`config.mk`:
```
export PLATFORM = sky130hd
export DESIGN_NAME = time_set_ctrl_flat
export DESIGN_NICKNAME = d
export VERILOG_FILES = /design/src/rtl/clock_pkg.sv /design/src/rtl/time_set_ctrl_if.sv /design/src/rtl/bcd_pair_inc.sv /design/src/rtl/time_set_ctrl.sv /design/src/flat_wrapper.sv
export SDC_FILE = /design/constraint.sdc
export NUM_CORES = 1
export LEC_CHECK = 0
export ABC_AREA = 1
export ABC_CLOCK_PERIOD_IN_PS = 2200
export CAP_MARGIN = 20
export CORE_UTILIZATION = 40
export CTS_BUF_LIST = sky130_fd_sc_hd__clkbuf_4
export DETAILED_ROUTE_END_ITERATION = 8
export DONT_BUFFER_PORTS = 1
export PLACE_DENSITY = 0.59
export SLEW_MARGIN = 40
export SYNTH_ARGS = -nofsm -noshare
export SYNTH_HDL_FRONTEND = slang
export SYNTH_SLANG_ARGS = --single-unit
```
`constraint.sdc`:
```
create_clock -name Clk_100M -period 2.2 [get_ports Clk_100M]
set_input_delay 0.11 -clock Clk_100M [delete_from_list [all_inputs] [get_ports Clk_100M]]
set_output_delay 0.11 -clock Clk_100M [all_outputs]
set_load 0.03 [all_outputs]
```
`src/rtl/clock_pkg.sv`:
```
// Shared types and BCD limits for the HH:MM time-set path.
// Holds only declarations: no logic, latency or flow control.
package clock_pkg;

    typedef logic [3:0] bcd_t;

    typedef enum logic [1:0] {
        ST_RUN         = 2'd0,
        ST_SET_HOURS   = 2'd1,
        ST_SET_MINUTES = 2'd2,
        ST_COMMIT      = 2'd3
    } set_state_t;

    localparam int HOURS_MAX_TENS       = 2;
    localparam int HOURS_MAX_UNITS_AT_2 = 3;
    localparam int MINUTES_MAX_TENS     = 5;
    localparam int BCD_MAX              = 9;

    // Only the pair being edited blinks; the phase is 0 (visible) outside set mode anyway.
    function automatic logic [3:0] blank_mask(input set_state_t st, input logic phase);
        case (st)
            ST_SET_HOURS:   return {phase, phase, 2'b00};
            ST_SET_MINUTES: return {2'b00, phase, phase};
            default:        return 4'b0000;
        endcase
    endfunction

endpackage

```
`src/rtl/time_set_ctrl_if.sv`:
```
// Button, live-time and edited-time bundle between the buttons/timekeeper and time_set_ctrl.
// Plain wires: no latency; no backpressure, Load is a single-cycle strobe.
interface time_set_ctrl_if;
    import clock_pkg::*;

    logic BtnMode;
    logic BtnInc;
    bcd_t CurHoursTens;
    bcd_t CurHoursUnits;
    bcd_t CurMinutesTens;
    bcd_t CurMinutesUnits;
    bcd_t SetHoursTens;
    bcd_t SetHoursUnits;
    bcd_t SetMinutesTens;
    bcd_t SetMinutesUnits;
    logic Load;
    logic Run;
    logic [3:0] DigitBlank;

    modport slave (
        input  BtnMode, BtnInc,
        input  CurHoursTens, CurHoursUnits, CurMinutesTens, CurMinutesUnits,
        output SetHoursTens, SetHoursUnits, SetMinutesTens, SetMinutesUnits,
        output Load, Run, DigitBlank
    );

    modport master (
        output BtnMode, BtnInc,
        output CurHoursTens, CurHoursUnits, CurMinutesTens, CurMinutesUnits,
        input  SetHoursTens, SetHoursUnits, SetMinutesTens, SetMinutesUnits,
        input  Load, Run, DigitBlank
    );

endinterface

```
`src/rtl/bcd_pair_inc.sv`:
```
// Combinational +1 on a BCD tens/units pair, wrapping WRAP -> 00 (23 for hours, 59 for minutes).
// Zero latency, no flow control.
module bcd_pair_inc
    import clock_pkg::*;
#(
    parameter int WRAP = 59
) (
    input  bcd_t i_tens,
    input  bcd_t i_units,
    output bcd_t o_tens,
    output bcd_t o_units
);

    localparam bcd_t WRAP_TENS  = bcd_t'(WRAP / 10);
    localparam bcd_t WRAP_UNITS = bcd_t'(WRAP % 10);
    localparam bcd_t UNITS_TOP  = bcd_t'(BCD_MAX);

    always_comb begin
        o_tens  = i_tens;
        o_units = i_units + bcd_t'(1);
        if ((i_tens == WRAP_TENS) && (i_units == WRAP_UNITS)) begin
            o_tens  = '0;
            o_units = '0;
        end else if (i_units >= UNITS_TOP) begin
            o_tens  = i_tens + bcd_t'(1);
            o_units = '0;
        end
    end

endmodule

```
`src/rtl/time_set_ctrl.sv`:
```
// Button-driven HH:MM set sequencer: freeze, edit hours then minutes with blinking pair, commit via Load.
// Responds on the edge after a button rises; no backpressure. TIME_SET_AUTO_REPEAT_EN adds held-Inc auto-repeat.
module time_set_ctrl
    import clock_pkg::*;
#(
    parameter int CLK_HZ    = 100000000,
    parameter int BLINK_HZ  = 2,
    parameter int TIMEOUT_S = 10,
    parameter int HOLD_MS   = 500,
    parameter int REPEAT_HZ = 8
) (
    input  logic           Clk_100M,
    input  logic           Reset,
    time_set_ctrl_if.slave bus
);

    localparam int BLINK_HALF   = CLK_HZ / (2 * BLINK_HZ);
    localparam int BLINK_W      = (BLINK_HALF > 1) ? $clog2(BLINK_HALF) : 1;
    localparam int TO_CYC       = TIMEOUT_S * CLK_HZ;
    localparam int TO_W         = (TO_CYC > 1) ? $clog2(TO_CYC) : 1;
    localparam int HOURS_WRAP   = HOURS_MAX_TENS * 10 + HOURS_MAX_UNITS_AT_2;
    localparam int MINUTES_WRAP = MINUTES_MAX_TENS * 10 + BCD_MAX;

    set_state_t         r_state;
    set_state_t         w_state_nxt;
    logic               r_mode_q;
    logic               r_inc_q;
    logic               r_armed;
    bcd_t               r_set_ht;
    bcd_t               r_set_hu;
    bcd_t               r_set_mt;
    bcd_t               r_set_mu;
    bcd_t               w_set_ht_nxt;
    bcd_t               w_set_hu_nxt;
    bcd_t               w_set_mt_nxt;
    bcd_t               w_set_mu_nxt;
    bcd_t               w_hrs_inc_t;
    bcd_t               w_hrs_inc_u;
    bcd_t               w_min_inc_t;
    bcd_t               w_min_inc_u;
    logic [BLINK_W-1:0] r_blink_cnt;
    logic               r_phase;
    logic [TO_W-1:0]    r_to_cnt;
    logic               w_mode_ev;
    logic               w_inc_edge;
    logic               w_rep_ev;
    logic               w_inc_ev;
    logic               w_in_set;
    logic               w_timeout;
    logic               w_entry;
    logic               w_run;
    logic               w_load;
    logic [3:0]         w_blank;

    // r_armed masks the first cycle after reset so a button already held at reset exit is not an event.
    always_ff @(posedge Clk_100M) begin
        if (Reset) begin
            r_mode_q <= 1'b0;
            r_inc_q  <= 1'b0;
            r_armed  <= 1'b0;
        end else begin
            r_mode_q <= bus.BtnMode;
            r_inc_q  <= bus.BtnInc;
            r_armed  <= 1'b1;
        end
    end

    assign w_mode_ev  = r_armed & bus.BtnMode & ~r_mode_q;
    assign w_inc_edge = r_armed & bus.BtnInc & ~r_inc_q;
    assign w_inc_ev   = w_inc_edge | w_rep_ev;
    assign w_in_set   = (r_state == ST_SET_HOURS) || (r_state == ST_SET_MINUTES);
    assign w_timeout  = w_in_set && (r_to_cnt == TO_W'(TO_CYC - 1));

`ifdef TIME_SET_AUTO_REPEAT_EN
    localparam int HOLD_CYC = (CLK_HZ / 1000) * HOLD_MS;
    localparam int REP_CYC  = CLK_HZ / REPEAT_HZ;
    localparam int REP_MAX  = (HOLD_CYC > REP_CYC) ? HOLD_CYC : REP_CYC;
    localparam int REP_W    = (REP_MAX > 1) ? $clog2(REP_MAX) : 1;

    logic [REP_W-1:0] r_rep_cnt;
    logic             r_rep_act;
    logic             r_rep_held;
    logic [REP_W-1:0] w_rep_lim;

    // First repeat waits the hold time, subsequent ones the repeat period.
    assign w_rep_lim = r_rep_held ? REP_W'(REP_CYC - 1) : REP_W'(HOLD_CYC - 1);
    assign w_rep_ev  = r_rep_act & bus.BtnInc & w_in_set & (r_rep_cnt == w_rep_lim);

    always_ff @(posedge Clk_100M) begin
        if (Reset) begin
            r_rep_cnt  <= '0;
            r_rep_act  <= 1'b0;
            r_rep_held <= 1'b0;
        end else if (w_inc_edge && w_in_set) begin
            r_rep_cnt  <= '0;
            r_rep_act  <= 1'b1;
            r_rep_held <= 1'b0;
        end else if (!bus.BtnInc || !w_in_set) begin
            r_rep_cnt  <= '0;
            r_rep_act  <= 1'b0;
            r_rep_held <= 1'b0;
        end else if (r_rep_act) begin
            if (w_rep_ev) begin
                r_rep_cnt  <= '0;
                r_rep_held <= 1'b1;
            end else begin
                r_rep_cnt <= r_rep_cnt + REP_W'(1);
            end
        end
    end
`else
    logic w_rep_unused;

    assign w_rep_ev     = 1'b0;
    assign w_rep_unused = ^{HOLD_MS, REPEAT_HZ};
`endif

    bcd_pair_inc #(.WRAP(HOURS_WRAP)) u_hours_inc (
        .i_tens  (r_set_ht),
        .i_units (r_set_hu),
        .o_tens  (w_hrs_inc_t),
        .o_units (w_hrs_inc_u)
    );

    bcd_pair_inc #(.WRAP(MINUTES_WRAP)) u_minutes_inc (
        .i_tens  (r_set_mt),
        .i_units (r_set_mu),
        .o_tens  (w_min_inc_t),
        .o_units (w_min_inc_u)
    );

    always_ff @(posedge Clk_100M) begin
        if (Reset) begin
            r_state  <= ST_RUN;
            r_set_ht <= '0;
            r_set_hu <= '0;
            r_set_mt <= '0;
            r_set_mu <= '0;
        end else begin
            r_state  <= w_state_nxt;
            r_set_ht <= w_set_ht_nxt;
            r_set_hu <= w_set_hu_nxt;
            r_set_mt <= w_set_mt_nxt;
            r_set_mu <= w_set_mu_nxt;
        end
    end

    // Mode outranks Inc, and any event outranks a timeout landing on the same cycle.
    always_comb begin
        w_state_nxt  = r_state;
        w_set_ht_nxt = r_set_ht;
        w_set_hu_nxt = r_set_hu;
        w_set_mt_nxt = r_set_mt;
        w_set_mu_nxt = r_set_mu;
        w_run        = 1'b0;
        w_load       = 1'b0;
        w_blank      = blank_mask(r_state, r_phase);
        case (r_state)
            ST_RUN: begin
                w_run = 1'b1;
                if (w_mode_ev) begin
                    w_state_nxt  = ST_SET_HOURS;
                    w_set_ht_nxt = bus.CurHoursTens;
                    w_set_hu_nxt = bus.CurHoursUnits;
                    w_set_mt_nxt = bus.CurMinutesTens;
                    w_set_mu_nxt = bus.CurMinutesUnits;
                end
            end
            ST_SET_HOURS: begin
                if (w_mode_ev) begin
                    w_state_nxt = ST_SET_MINUTES;
                end else if (w_inc_ev) begin
                    w_set_ht_nxt = w_hrs_inc_t;
                    w_set_hu_nxt = w_hrs_inc_u;
                end else if (w_timeout) begin
                    w_state_nxt = ST_RUN;
                end
            end
            ST_SET_MINUTES: begin
                if (w_mode_ev) begin
                    w_state_nxt = ST_COMMIT;
                end else if (w_inc_ev) begin
                    w_set_mt_nxt = w_min_inc_t;
                    w_set_mu_nxt = w_min_inc_u;
                end else if (w_timeout) begin
                    w_state_nxt = ST_RUN;
                end
            end
            ST_COMMIT: begin
                w_load      = 1'b1;
                w_state_nxt = ST_RUN;
            end
            default: begin
                w_state_nxt = ST_RUN;
            end
        endcase
    end

    assign w_entry = (w_state_nxt != r_state);

    always_ff @(posedge Clk_100M) begin
        if (Reset) begin
            r_blink_cnt <= '0;
            r_phase     <= 1'b0;
        end else if (!w_in_set || w_entry || w_inc_ev) begin
            r_blink_cnt <= '0;
            r_phase     <= 1'b0;
        end else if (r_blink_cnt == BLINK_W'(BLINK_HALF - 1)) begin
            r_blink_cnt <= '0;
            r_phase     <= ~r_phase;
        end else begin
            r_blink_cnt <= r_blink_cnt + BLINK_W'(1);
        end
    end

    always_ff @(posedge Clk_100M) begin
        if (Reset) begin
            r_to_cnt <= '0;
        end else if (!w_in_set || w_mode_ev || w_inc_ev || w_timeout) begin
            r_to_cnt <= '0;
        end else begin
            r_to_cnt <= r_to_cnt + TO_W'(1);
        end
    end

    assign bus.SetHoursTens    = r_set_ht;
    assign bus.SetHoursUnits   = r_set_hu;
    assign bus.SetMinutesTens  = r_set_mt;
    assign bus.SetMinutesUnits = r_set_mu;
    assign bus.Run             = w_run;
    assign bus.Load            = w_load;
    assign bus.DigitBlank      = w_blank;

endmodule

```
`src/flat_wrapper.sv`:
```
// flat-port wrapper written by rule: the top's interface ports become plain ports
module time_set_ctrl_flat import clock_pkg::*;
#(
    parameter int CLK_HZ    = 100000000,
    parameter int BLINK_HZ  = 2,
    parameter int TIMEOUT_S = 10,
    parameter int HOLD_MS   = 500,
    parameter int REPEAT_HZ = 8
)
  (Clk_100M, Reset, bus_BtnMode, bus_BtnInc, bus_CurHoursTens, bus_CurHoursUnits, bus_CurMinutesTens, bus_CurMinutesUnits, bus_SetHoursTens, bus_SetHoursUnits, bus_SetMinutesTens, bus_SetMinutesUnits, bus_Load, bus_Run, bus_DigitBlank);
  time_set_ctrl_if bus_i ();
  input  logic Clk_100M;
  input  logic Reset;
  input wire logic [$bits(bus_i.BtnMode)-1:0] bus_BtnMode;
  input wire logic [$bits(bus_i.BtnInc)-1:0] bus_BtnInc;
  input wire logic [$bits(bus_i.CurHoursTens)-1:0] bus_CurHoursTens;
  input wire logic [$bits(bus_i.CurHoursUnits)-1:0] bus_CurHoursUnits;
  input wire logic [$bits(bus_i.CurMinutesTens)-1:0] bus_CurMinutesTens;
  input wire logic [$bits(bus_i.CurMinutesUnits)-1:0] bus_CurMinutesUnits;
  output wire logic [$bits(bus_i.SetHoursTens)-1:0] bus_SetHoursTens;
  output wire logic [$bits(bus_i.SetHoursUnits)-1:0] bus_SetHoursUnits;
  output wire logic [$bits(bus_i.SetMinutesTens)-1:0] bus_SetMinutesTens;
  output wire logic [$bits(bus_i.SetMinutesUnits)-1:0] bus_SetMinutesUnits;
  output wire logic [$bits(bus_i.Load)-1:0] bus_Load;
  output wire logic [$bits(bus_i.Run)-1:0] bus_Run;
  output wire logic [$bits(bus_i.DigitBlank)-1:0] bus_DigitBlank;
  assign bus_i.BtnMode = bus_BtnMode;
  assign bus_i.BtnInc = bus_BtnInc;
  assign bus_i.CurHoursTens = bus_CurHoursTens;
  assign bus_i.CurHoursUnits = bus_CurHoursUnits;
  assign bus_i.CurMinutesTens = bus_CurMinutesTens;
  assign bus_i.CurMinutesUnits = bus_CurMinutesUnits;
  assign bus_SetHoursTens = bus_i.SetHoursTens;
  assign bus_SetHoursUnits = bus_i.SetHoursUnits;
  assign bus_SetMinutesTens = bus_i.SetMinutesTens;
  assign bus_SetMinutesUnits = bus_i.SetMinutesUnits;
  assign bus_Load = bus_i.Load;
  assign bus_Run = bus_i.Run;
  assign bus_DigitBlank = bus_i.DigitBlank;
  time_set_ctrl #(.CLK_HZ(CLK_HZ), .BLINK_HZ(BLINK_HZ), .TIMEOUT_S(TIMEOUT_S), .HOLD_MS(HOLD_MS), .REPEAT_HZ(REPEAT_HZ)) u_core (.Clk_100M(Clk_100M), .Reset(Reset), .bus(bus_i));
endmodule
```
## Word-level counts from Yosys, hierarchy flattened

Cells that the tools add are included.

- Memories kept: 0
- Output and inout bits: 22
- Flip-flop bits (word level): 77
- Input bits: 20
- Word-level logic and storage cells: 97
- Latch bits: 0
- Bits in read-only memories: 0
- RAM bits: 0

- Multiplexer cells: 34
- $lt $le $gt $ge: 2
- Reductions and logical operators: 20
- $mul: 0
- Shift operators: 0
- Add/subtract/negate cells: 6
- Equal/unequal tests: 17
- Bitwise gates (word level): 7
- Divide/modulo/power cells: 0

Operators with widths:

| operator | count |
|---|---|
| 4-bit two-way mux | 20 |
| 4-bit case mux with 2 select lines | 5 |
| 30-bit by 1-bit adder with 30-bit output, second input constant | 1 |
| 30-bit == test, second input constant | 1 |
| 25-bit by 1-bit adder with 25-bit output, second input constant | 1 |
| 25-bit == test, second input constant | 1 |
| 4-bit by 1-bit adder with 4-bit output, second input constant | 4 |
| 2-bit two-way mux | 5 |
| 5-bit AND reduction | 2 |
| 4-bit by 2-bit == test with 1-bit output, second input constant | 2 |
| 4-bit >= comparator, second input constant | 2 |
| 2-bit case mux with 4 select lines | 1 |
| 4-bit AND reduction | 2 |
| 1-bit logical OR | 6 |
| 2-bit by 1-bit != test with 1-bit output, second input constant | 3 |
| 3-bit != test, second input constant | 2 |
| 1-bit bitwise AND | 4 |
| 2-bit == test, second input constant | 2 |
| 4-bit by 3-bit == test with 1-bit output, second input constant | 1 |
| 4-bit == test, second input constant | 1 |
| 2-bit != test, second input constant | 2 |
| 2-bit nonzero test | 2 |
| 2-bit OR reduction | 2 |
| 1-bit logical AND | 3 |
| 7 further kinds | 11 |

## Logic depth before layout (Yosys ltp)

Gate-level depths: netlist of the first run.

- Depth after elaboration: 11
- Gate-level depth with buffers: 15
- Mapped depth without buffers: 14

## By module

From an unflattened synthesis of the first run, not the netlist that was laid out.

- Cell total of the unflattened synthesis: 628
- Area, all modules: 4,605.7 um^2

By module, submodules not included:

| module | area each (um^2) | times used | cells an instance | sequential area each (um^2) |
|---|---|---|---|---|
| time_set_ctrl | 4,025.1 | 1 | 528 | 1,541.5 |
| bcd_pair_inc at u_core.u_hours_inc | 307.8 | 1 | 50 | 0.0 |
| bcd_pair_inc at u_core.u_minutes_inc | 272.8 | 1 | 50 | 0.0 |

## Worst setup path after synthesis of the first run

Ideal clock, no wire load.

- Kind: reg2reg
- Start: reg u_core.r_state[1]
- End: reg u_core.r_blink_cnt[7]
- Setup slack: 0.224 ns
- Setup time: 0.121 ns
- Buffers on the path: 1
- Clock period less this slack: 1.976 ns
- Data required time: 2.079 ns
- Cell stages (with the launch flop): 15
- Arrival time: 1.855 ns
- Cells stage by stage: dfxtp_1 inv_1 ha_1 inv_1 nor2_1 nand2_1 nor2_2 nand3_1 nand2_1 nand2_2 nand2_1 nand3_1 nand3_4 buf_12 nor2_4

- Word-level cells in the longest chain between the ends: 11
- Elaborated cells on any way between the ends: 17
- Classes of those cells: eq/ne (4); mux (6); reduce/logical (7)

Ends and longest elaborated chain:

| element | line | text |
|---|---|---|
| from (decl) | time_set_ctrl.sv:24 | `set_state_t r_state;` |
| from (signal assigned) | time_set_ctrl.sv:140 | `r_state <= w_state_nxt;` |
| 2-bit by 1-bit == test with 1-bit output or 2-bit == test (tied branches) | time_set_ctrl.sv:71, time_set_ctrl.sv:158 |  |
| 1-bit logical OR | time_set_ctrl.sv:71 | `assign w_in_set = (r_state == ST_SET_HOURS) \|\| (r_state == ST_SET_MINUTES);` |
| 1-bit logical AND | time_set_ctrl.sv:72 | `assign w_timeout = w_in_set && (r_to_cnt == TO_W'(TO_CYC - 1));` |
| 2-bit two-way mux | time_set_ctrl.sv:175, time_set_ctrl.sv:185 |  |
| 2-bit two-way mux | time_set_ctrl.sv:172 | `end else if (w_inc_ev) begin` |
| 2-bit two-way mux (on tied branches) | time_set_ctrl.sv:180, time_set_ctrl.sv:170 |  |
| 2-bit case mux with 4 select lines | time_set_ctrl.sv:158 | `case (r_state)` |
| 2-bit != test | time_set_ctrl.sv:199 | `assign w_entry = (w_state_nxt != r_state);` |
| 1-bit logical OR * (2 in series) | time_set_ctrl.sv:205 | `end else if (!w_in_set \|\| w_entry \|\| w_inc_ev) begin` |
| 3-bit OR reduction (no line) * | -- |  |
| to (signal assigned) | time_set_ctrl.sv:212 | `r_blink_cnt <= r_blink_cnt + BLINK_W'(1);` |
| to (decl) | time_set_ctrl.sv:41 | `logic [BLINK_W-1:0] r_blink_cnt;` |

Every way passes the cells marked *; elsewhere a longest branch is shown, timed or not.
A chain may end at the register's enable or synchronous reset.

## Worst setup path after layout of the first run

- Start: reg u_core.r_state[1]
- End: reg u_core.r_set_mt[3], in the netlist u_core.bus.SetMinutesTens[3]

- Word-level cells in the longest chain between the ends: 3
- Elaborated cells on any way between the ends: 9
- Classes of those cells: eq/ne (5); mux (1); reduce/logical (3)

Ends and longest elaborated chain:

| element | line | text |
|---|---|---|
| 2-bit == test or 2-bit logical NOT (tied branches) | time_set_ctrl.sv:158 |  |
| 3-bit != test (no line), or another cell as far along | -- |  |
| 5-bit AND reduction (no line) | -- |  |
| to (signal assigned) | time_set_ctrl.sv:143 | `r_set_mt <= w_set_mt_nxt;` |
| to (decl) | time_set_ctrl.sv:31 | `bcd_t r_set_mt;` |

Parallel ways exist; a longest one is shown, timed or not.

==> results of run 1 <==
## metrics by stage
stage	cells	hold WS (ns)	util, %	instance area, µm²
2_1_floorplan	584	0.217	-	4400
3_3_place_gp	735	0.183	44.7	4700
3_5_place_dp	735	0.186	44.7	4700
4_1_cts	770	0.0627	48.1	5060
5_1_grt	771	0.138	48.8	5130
6_report	771	0.0960	48.8	5130
## final timing paths
kind | start | endpoint | slack [ns] | cells after the start
worst min register to register | u_core.r_to_cnt[0]$_SDFF_PP0_ | u_core.r_to_cnt[0]$_SDFF_PP0_ | 0.46 | 1
worst min-delay path | bus_BtnInc | u_core.r_state[0]$_SDFF_PP0_ | 0.1 | 4
worst max register to register | u_core.r_state[1]$_SDFF_PP0_ | u_core.bus.SetMinutesTens[3]$_SDFFE_PP0P_ | 0.13 | 11
worst max-delay path | u_core.r_state[1]$_SDFF_PP0_ | u_core.bus.SetMinutesTens[3]$_SDFFE_PP0P_ | 0.13 | 11
## cell families after synthesis
| kind of cell | Yosys count |
|---|---|
| AND/OR/NAND/NOR | 284 |
| XOR/XNOR | 35 |
| adder cells (fa/ha/maj) | 16 |
| flip-flops | 77 |
| AO/OA/AOI/OAI | 75 |
| buffers and inverters | 97 |
## layer usage
layer  part of all wire [%]  vias up  GRT usage (%)
met5                      0        -              0
met2                     47       70           29.4
met4                    1.8        0           7.83
li1                       -     1974              -
met1                     48     1748           22.1
met3                    3.7       14           2.92
## power breakdown
part | leakage [nW] | switching (mW) | internal [mW]
combinational | 1.03 | 0.237 | 0.148
sequential | 0.625 | 0.0409 | 1.43
clock | 0.0873 | 0.533 | 0.490
## cell type report
cell class,count,area (µm²),share of cell area [%]
Clock buffer,11,82.6,1.61
Timing Repair Buffer,45,428,8.34
Multi-Input combinational cell,410,2490,48.6
Sequential cell,77,1550,30.1
Clock inverter,5,85.1,1.66
Inverter,87,327,6.36
Tap cell,136,170,3.32
## what timing repair did
item / 4_1_cts / 5_1_grt
hold endpoints to repair: 26 / 0
setup endpoints to repair: 0 / 25
gates resized for setup: 0 / 13
hold buffers: 19 / 0
## cell usage in the layout, fill, tap and decap left out, drive strengths merged, types with 2 or more instances in the layout
cell type    instances
nand2              108
bufinv               2
clkinv               2
a21oi               28
a221oi               3
nor3                21
ha                  16
o21ai               27
xnor2               11
o21a                 2
a211oi               5
xor2                24
nand4               17
clkbuf              12
nor3b                4
dlygate4sd3         19
dfxtp               77
nor4                 7
inv                 87
nor2               100
a31oi                7
buf                 25
nand3               26
## worst min-delay path, cell delays in order
cell and delay (ns):
nand2_1 0.11, nand4_1 0.13, nand3_1 0.11, nor2_1 0.05
## registers in the layout, indices dropped and copies added (netlist names)
signal and count:
u_core.r_to_cnt 30, u_core.r_blink_cnt 25, u_core.bus.SetHoursTens 4, u_core.bus.SetHoursUnits 4, u_core.bus.SetMinutesTens 4, u_core.bus.SetMinutesUnits 4, u_core.r_state 2, u_core.r_armed 1
u_core.r_inc_q 1, u_core.r_mode_q 1, u_core.r_phase 1
==> reports/metrics.csv, run 1 <==
stage,metric,value,unit
grt,grt.overflow.total,0,
floorplanning,fp.coreArea,0.0105,mm²
worst_setup_path,worst-path-max-fanout,9,
logic_synthesis,ys_types,37,
final_layout,n_fill_cell,1016,
final_layout,syn2layout_area_growth,16.7,%
cts,htree_levels,3,
cts,path_clk_slew,0.14,ns
cts,clock_sinks,77,
logic_synthesis,netlist_instances,584,
floorplanning,die_height,107,µm
cts,cts_setup_buffers,0,
timing,finalMaxSlewViolations,0,
worst_setup_path,crit_family,buffers and inverters,
floorplanning,rows,37,
timing,hold_viol_final,0,
grt,grt_pass1_wl,16000,µm
logic_synthesis,synthTopCellsByArea,"dfxtp_1 35%, nand2_1 8.5%, inv_1 6.9%",
timing,setup_violations,0,
logic_synthesis,synth_compound_area_share,9.59,%
hold_path,hold_class,input pin to flop,
logic_synthesis,synth.net_count,620,
place,port_buffers,0,
logic_synthesis,yosys_register_bits,77,
run,cap_viol_max_count,0,
timing,relSlewSlack,53.3,%
grt,grt_max_degree,17,
floorplanning,start_util,41.8,%
logic_synthesis,syn_area,0.00440,mm²
cts,clk_path_buf_depth,2,
worst_setup_path,crit_path_end_kind,flop,
place,pre_cts_slack,0.122,ns
timing,tightest_slew,0.697,ns
logic_synthesis,synth_edf_count,0,
logic_synthesis,yosysTopAreaCellShare,35.1,%
cts,clkLatencyLatePin,0.45,ns
floorplanning,dieArea,0.0114,mm²
power,cellPowerDensity,562,mW/mm²
grt,grtUsageTotal,17.5,%
floorplanning,die-width,107,µm
grt,grt_pass1_vias,3663,
routing,drc,0,
cts,cts_made_buffers,9,
logic_synthesis,yosysTopAreaCell,dfxtp_1,
worst_setup_path,cp_num_buf_inv,6,
logic_synthesis,synth_top_family_by_area,simple AND/OR/NAND/NOR gates,
worst_setup_path,worst_path_most_repeated_cell,inv_1,
worst_setup_path,cp_cell_sequence,"buf_4, ha_4, inv_1, buf_4, nor2_1, inv_1, nand2_2, inv_1, nand2_1, a21oi_1, dlygate4sd3_1",
routing,ant_nets,0,
logic_synthesis,synth_seq_area_share,35.1,%
logic_synthesis,synth_simple_gate_area_share,34.6,%
floorplanning,io_pins,42,
power,power,2.88,mW
logic_synthesis,synth_xor_area_share,6.97,%
timing,fmax,484,MHz
final_layout,nets,666,
routing,drt-total-wl,9480,µm
routing,routedWlPerCell,12.3,µm
final_layout,antenna_cells,0,
worst_setup_path,path_class,flop to flop,
worst_setup_path,arrival,2.43,ns
grt,antenna_found_initial,0,
timing,period_needed,2.07,ns
final_layout,layout-drive-gt1-share,17.6,%
worst_setup_path,cp-start-kind,flop,
worst_setup_path,cp_slowest_cell,dlygate4sd3_1,
power,p_leak,1.74,nW
timing,period_share,94.0,%
place,dpl.hpwl,6830,µm
logic_synthesis,synthFlopType,dfxtp_1,
logic_synthesis,synth_most_common_cell,nand2_1,
logic_synthesis,synth_common_cells,"100 x nand2_1, 81 x inv_1, 77 x dfxtp_1",
logic_synthesis,syn_avg_cell_area,7.53,µm²
timing,setup_tns,0,ns
logic_synthesis,yosys.area_share.adder,4.55,%
cts,cts_root_buf,clkbuf_4,
outcome,outcome,completed,
routing,drt-initial-drc-count,249,
logic_synthesis,synth.area.mux_share,0,%
routing,drt-vias-per-instance,4.94,
place,gp_congestion,0.881,
worst_setup_path,critPathMaxStageDelay,0.58,ns
worst_setup_path,cp.required,2.56,ns
logic_synthesis,yosysWarnings,0,
timing,finClkSkew,0.0224,ns
timing,final.setup.worst_slack,0.132,ns
routing,dr.pass1.iters,4,
routing,vias,3806,
cts,cts_tree,built,
power,ir_worst_vdd,0.344,mV
logic_synthesis,ys_async_sr_fraction,0,%
Note: power is estimated with default switching activity, not from simulation.
==> inputs of run 2 (changes only) <==
Settings changed: ABC_AREA 1 to not set.
==> run 2 against run 1 <==
Setup slack worse by 0.057 ns. Sequential cell count unchanged. Power shrank 7.4%. Hold slack got worse by 0.014 ns. Critical path depth down 2. Global-route usage grew 0.43 points. Critical endpoint is now u_core.r_blink_cnt[10]$_SDFF_PP0_. Cell count fell by 16%. Synthesized cell count is 21% lower. Via count fell by 11%. Non-clock buffer count rose by 12.
==> reports/metrics.csv, run 2 <==
stage,metric,value,unit,change
outcome,outcome,completed,,
floorplanning,io_pins,42,,unchanged
routing,drt-total-wl,8650,µm,-8.7%
timing,period_needed,2.12,ns,+0.0570 ns
timing,hold_slack,0.0816,ns,-0.0145 ns
logic_synthesis,synth.net_count,498,,-20%
logic_synthesis,syn_area,0.00405,mm²,-7.8%
cts,clk_path_buf_depth,2,,unchanged
worst_setup_path,worst-path-max-fanout,10,,+1
power,ir_worst_vdd,0.340,mV,-1.2%
logic_synthesis,ys_types,63,,+70%
place,dpl.hpwl,6100,µm,-11%
worst_setup_path,critPathMaxStageDelay,0.65,ns,+0.07 ns
final_layout,final_cell_mix,"77 x dfxtp_1, 64 x nor2_1, 40 x xor2_1, 35 x buf_4, 32 x nand2_1",,
logic_synthesis,synthTopCellsByArea,"dfxtp_1 38%, xor2_1 8.6%, nor2_1 5.9%",,
floorplanning,start_util,41.3,%,-0.55 points
timing,relSlewSlack,54.7,%,+1.4 points
cts,clock_sinks,77,,unchanged
place,gp_congestion,0.834,,-5.4%
logic_synthesis,ys_async_sr_fraction,0,%,unchanged
final_layout,layout-drive-gt1-share,16.6,%,-1.0 points
cts,cts_root_buf,clkbuf_4,,
logic_synthesis,synth_most_common_cell,dfxtp_1,,
logic_synthesis,synth_edf_count,0,,unchanged
floorplanning,die_height,103,µm,-3.9%
timing,tightest_slew,0.672,ns,-0.0253 ns
cts,cts_made_buffers,9,,unchanged
logic_synthesis,netlist_instances,462,,-21%
worst_setup_path,cp-start-kind,flop,,
logic_synthesis,syn_avg_cell_area,8.77,µm²,+17%
timing,finClkSkew,0.0119,ns,-0.0105 ns
place,dpl_cell_area,0.00440,mm²,-6.4%
grt,grt.overflow.total,0,,unchanged
floorplanning,dieArea,0.0105,mm²,-7.7%
worst_setup_path,cp_slowest_cell,or4b_2,,
worst_setup_path,cp_cell_sequence,"buf_4, ha_1, or4b_2, o31ai_1, nor4_4, buf_4, o31ai_4, buf_12, nor2_1",,
final_layout,antenna_cells,0,,unchanged
logic_synthesis,yosysTopAreaCellShare,38.0,%,+3.0 points
logic_synthesis,yosys_register_bits,77,,unchanged
cts,clkLatencyLatePin,0.42,ns,-0.03 ns
final_layout,regMostFlops,u_core.r_to_cnt,,
logic_synthesis,synth_common_cells,"77 x dfxtp_1, 64 x nor2_1, 40 x xor2_1",,
grt,grtUsageTotal,18.0,%,+0.43 points
grt,grt_max_degree,31,,+14
final_layout,syn2layout_area_growth,18.4,%,
hold_path,hold_class,input pin to flop,,
logic_synthesis,yosysWarnings,0,,unchanged
cts,htree_levels,3,,unchanged
timing,setup_violations,0,,unchanged
routing,dr_wl_met2,4140,µm,-6.8%
routing,met3_length,257,µm,-28%
floorplanning,rows,36,,-2.7%
routing,vias,3378,,-11%
power,p_leak,1.68,nW,-3.3%
timing,finalMaxSlewViolations,0,,unchanged
routing,ant_nets,0,,unchanged
routing,met1Wirelength,4110,µm,-8.9%
final_layout,final_area,0.00480,mm²,-6.5%
timing,hold_viol_final,0,,unchanged
routing,drc,0,,unchanged
worst_setup_path,cp.required,2.52,ns,-0.04 ns
worst_setup_path,arrival,2.45,ns,+0.02 ns
grt,grt_pass1_vias,3225,,-12%
final_layout,layout.cells.most_common,dfxtp_1,,
final_layout,largest_register_ff_count,30,,unchanged
power,cellPowerDensity,556,mW/mm²,-0.99%
floorplanning,fp.coreArea,0.00982,mm²,-6.6%
floorplanning,die-width,103,µm,-3.9%
final_layout,fin_cells,651,,-16%
timing,fmax,471,MHz,-2.7%
grt,grt_pass1_wl,14800,µm,-7.3%
worst_setup_path,worst_path_most_repeated_cell,buf_4,,
run,cap_viol_max_count,0,,unchanged
worst_setup_path,path_class,flop to flop,,
logic_synthesis,synth_seq_area_share,38.0,%,+3.0 points
place,port_buffers,0,,unchanged
final_layout,reg.largest.list,"u_core.r_to_cnt x30, u_core.r_blink_cnt x25",,
final_layout,post-route-util,48.9,%,about the same
grt,antenna_found_initial,0,,unchanged
routing,routedWlPerCell,13.3,µm,+8.1%
place,dp.cells,614,,-16%
routing,dr.pass1.iters,4,,unchanged
logic_synthesis,synthFlopType,dfxtp_1,,
final_layout,nets,550,,-17%
logic_synthesis,yosysTopAreaCell,dfxtp_1,,
routing,drt-initial-drc-count,141,,-43%
cts,path_clk_slew,0.12,ns,-0.02 ns
cts,cts_tree,built,,
worst_setup_path,crit_path_end_kind,flop,,
routing,drt-vias-per-instance,5.19,,+5.1%
routing,routed.top_layer,met4,,
timing,period_share,96.6,%,+2.6 points
run 2: final cells by class:
type | count | area (µm²)
Fill cell | 964 | 5020
Multi-Input combinational cell | 352 | 2380
Sequential cell | 77 | 1540
Timing Repair Buffer | 57 | 499
Tap cell | 133 | 166
Clock inverter | 6 | 78.8
Clock buffer | 9 | 67.6
Inverter | 17 | 63.8
run 2: metrics by stage:
stage,setup TNS [ns],power (mW),setup slack (ns)
floorplan,0,1.67,0.0714
global placement,-0.281,1.73,-0.0428
detailed placement,-1.24,1.74,-0.0821
CTS,0,2.71,0.0608
global route,-0.000724,2.81,-0.000724
finish,0,2.67,0.0753
run 2: worst max-delay path, delay by kind of cell, from the launching register on:
family | cells | cell delay [ns]
and+or+nand+nor | 3 | 0.81
buffers and inverters | 3 | 0.49
AOI/OAI and AO/OA | 2 | 0.20
adders and majority gates | 1 | 0.18
DFF | 1 | 0.34
run 2: final timing paths:
check | slack [ns] | end | start | cells after the start
setup reg to reg | 0.08 | u_core.r_blink_cnt[10]$_SDFF_PP0_ | u_core.r_state[1]$_SDFF_PP0_ | 9
setup / recovery | 0.08 | u_core.r_blink_cnt[10]$_SDFF_PP0_ | u_core.r_state[1]$_SDFF_PP0_ | 9
hold reg to reg | 0.49 | u_core.r_to_cnt[25]$_SDFF_PP0_ | u_core.r_to_cnt[25]$_SDFF_PP0_ | 2
hold / removal | 0.08 | u_core.r_state[0]$_SDFF_PP0_ | bus_BtnMode | 2
run 2: cell families (layout without fill, tap and decap cells):
family          after synthesis  after routing  share of synthesized area, %
fa+ha+maj                    16             16                          4.94
simple gates                219            219                          30.5
compound gates               65             65                          11.4
buf+inv                      33             89                          3.92
flops                        77             77                          38.0
xor+xnor                     52             52                          11.2
run 2: layer usage:
metal | GRT usage [%] | up-vias
met5 | 0 | -
met4 | 6.59 | 0
met3 | 4.54 | 11
met2 | 30.6 | 43
met1 | 21.9 | 1591
li1 | - | 1733
run 2: where the power goes:
group	switching [mW]	leakage [nW]	internal (mW)	total (mW)
clock	0.469	0.0830	0.446	0.915
combinational	0.175	0.977	0.127	0.302
sequential	0.0326	0.623	1.42	1.45
total	0.677	1.68	1.99	2.67
run 2: what timing repair did:
action	CTS	global route
buffers inserted	1	2
endpoints found under the hold margin	21	0
endpoints found under the setup margin	21	28
pin swaps	0	2
gates cloned	0	0
hold buffers	19	0
resized for setup	3	3
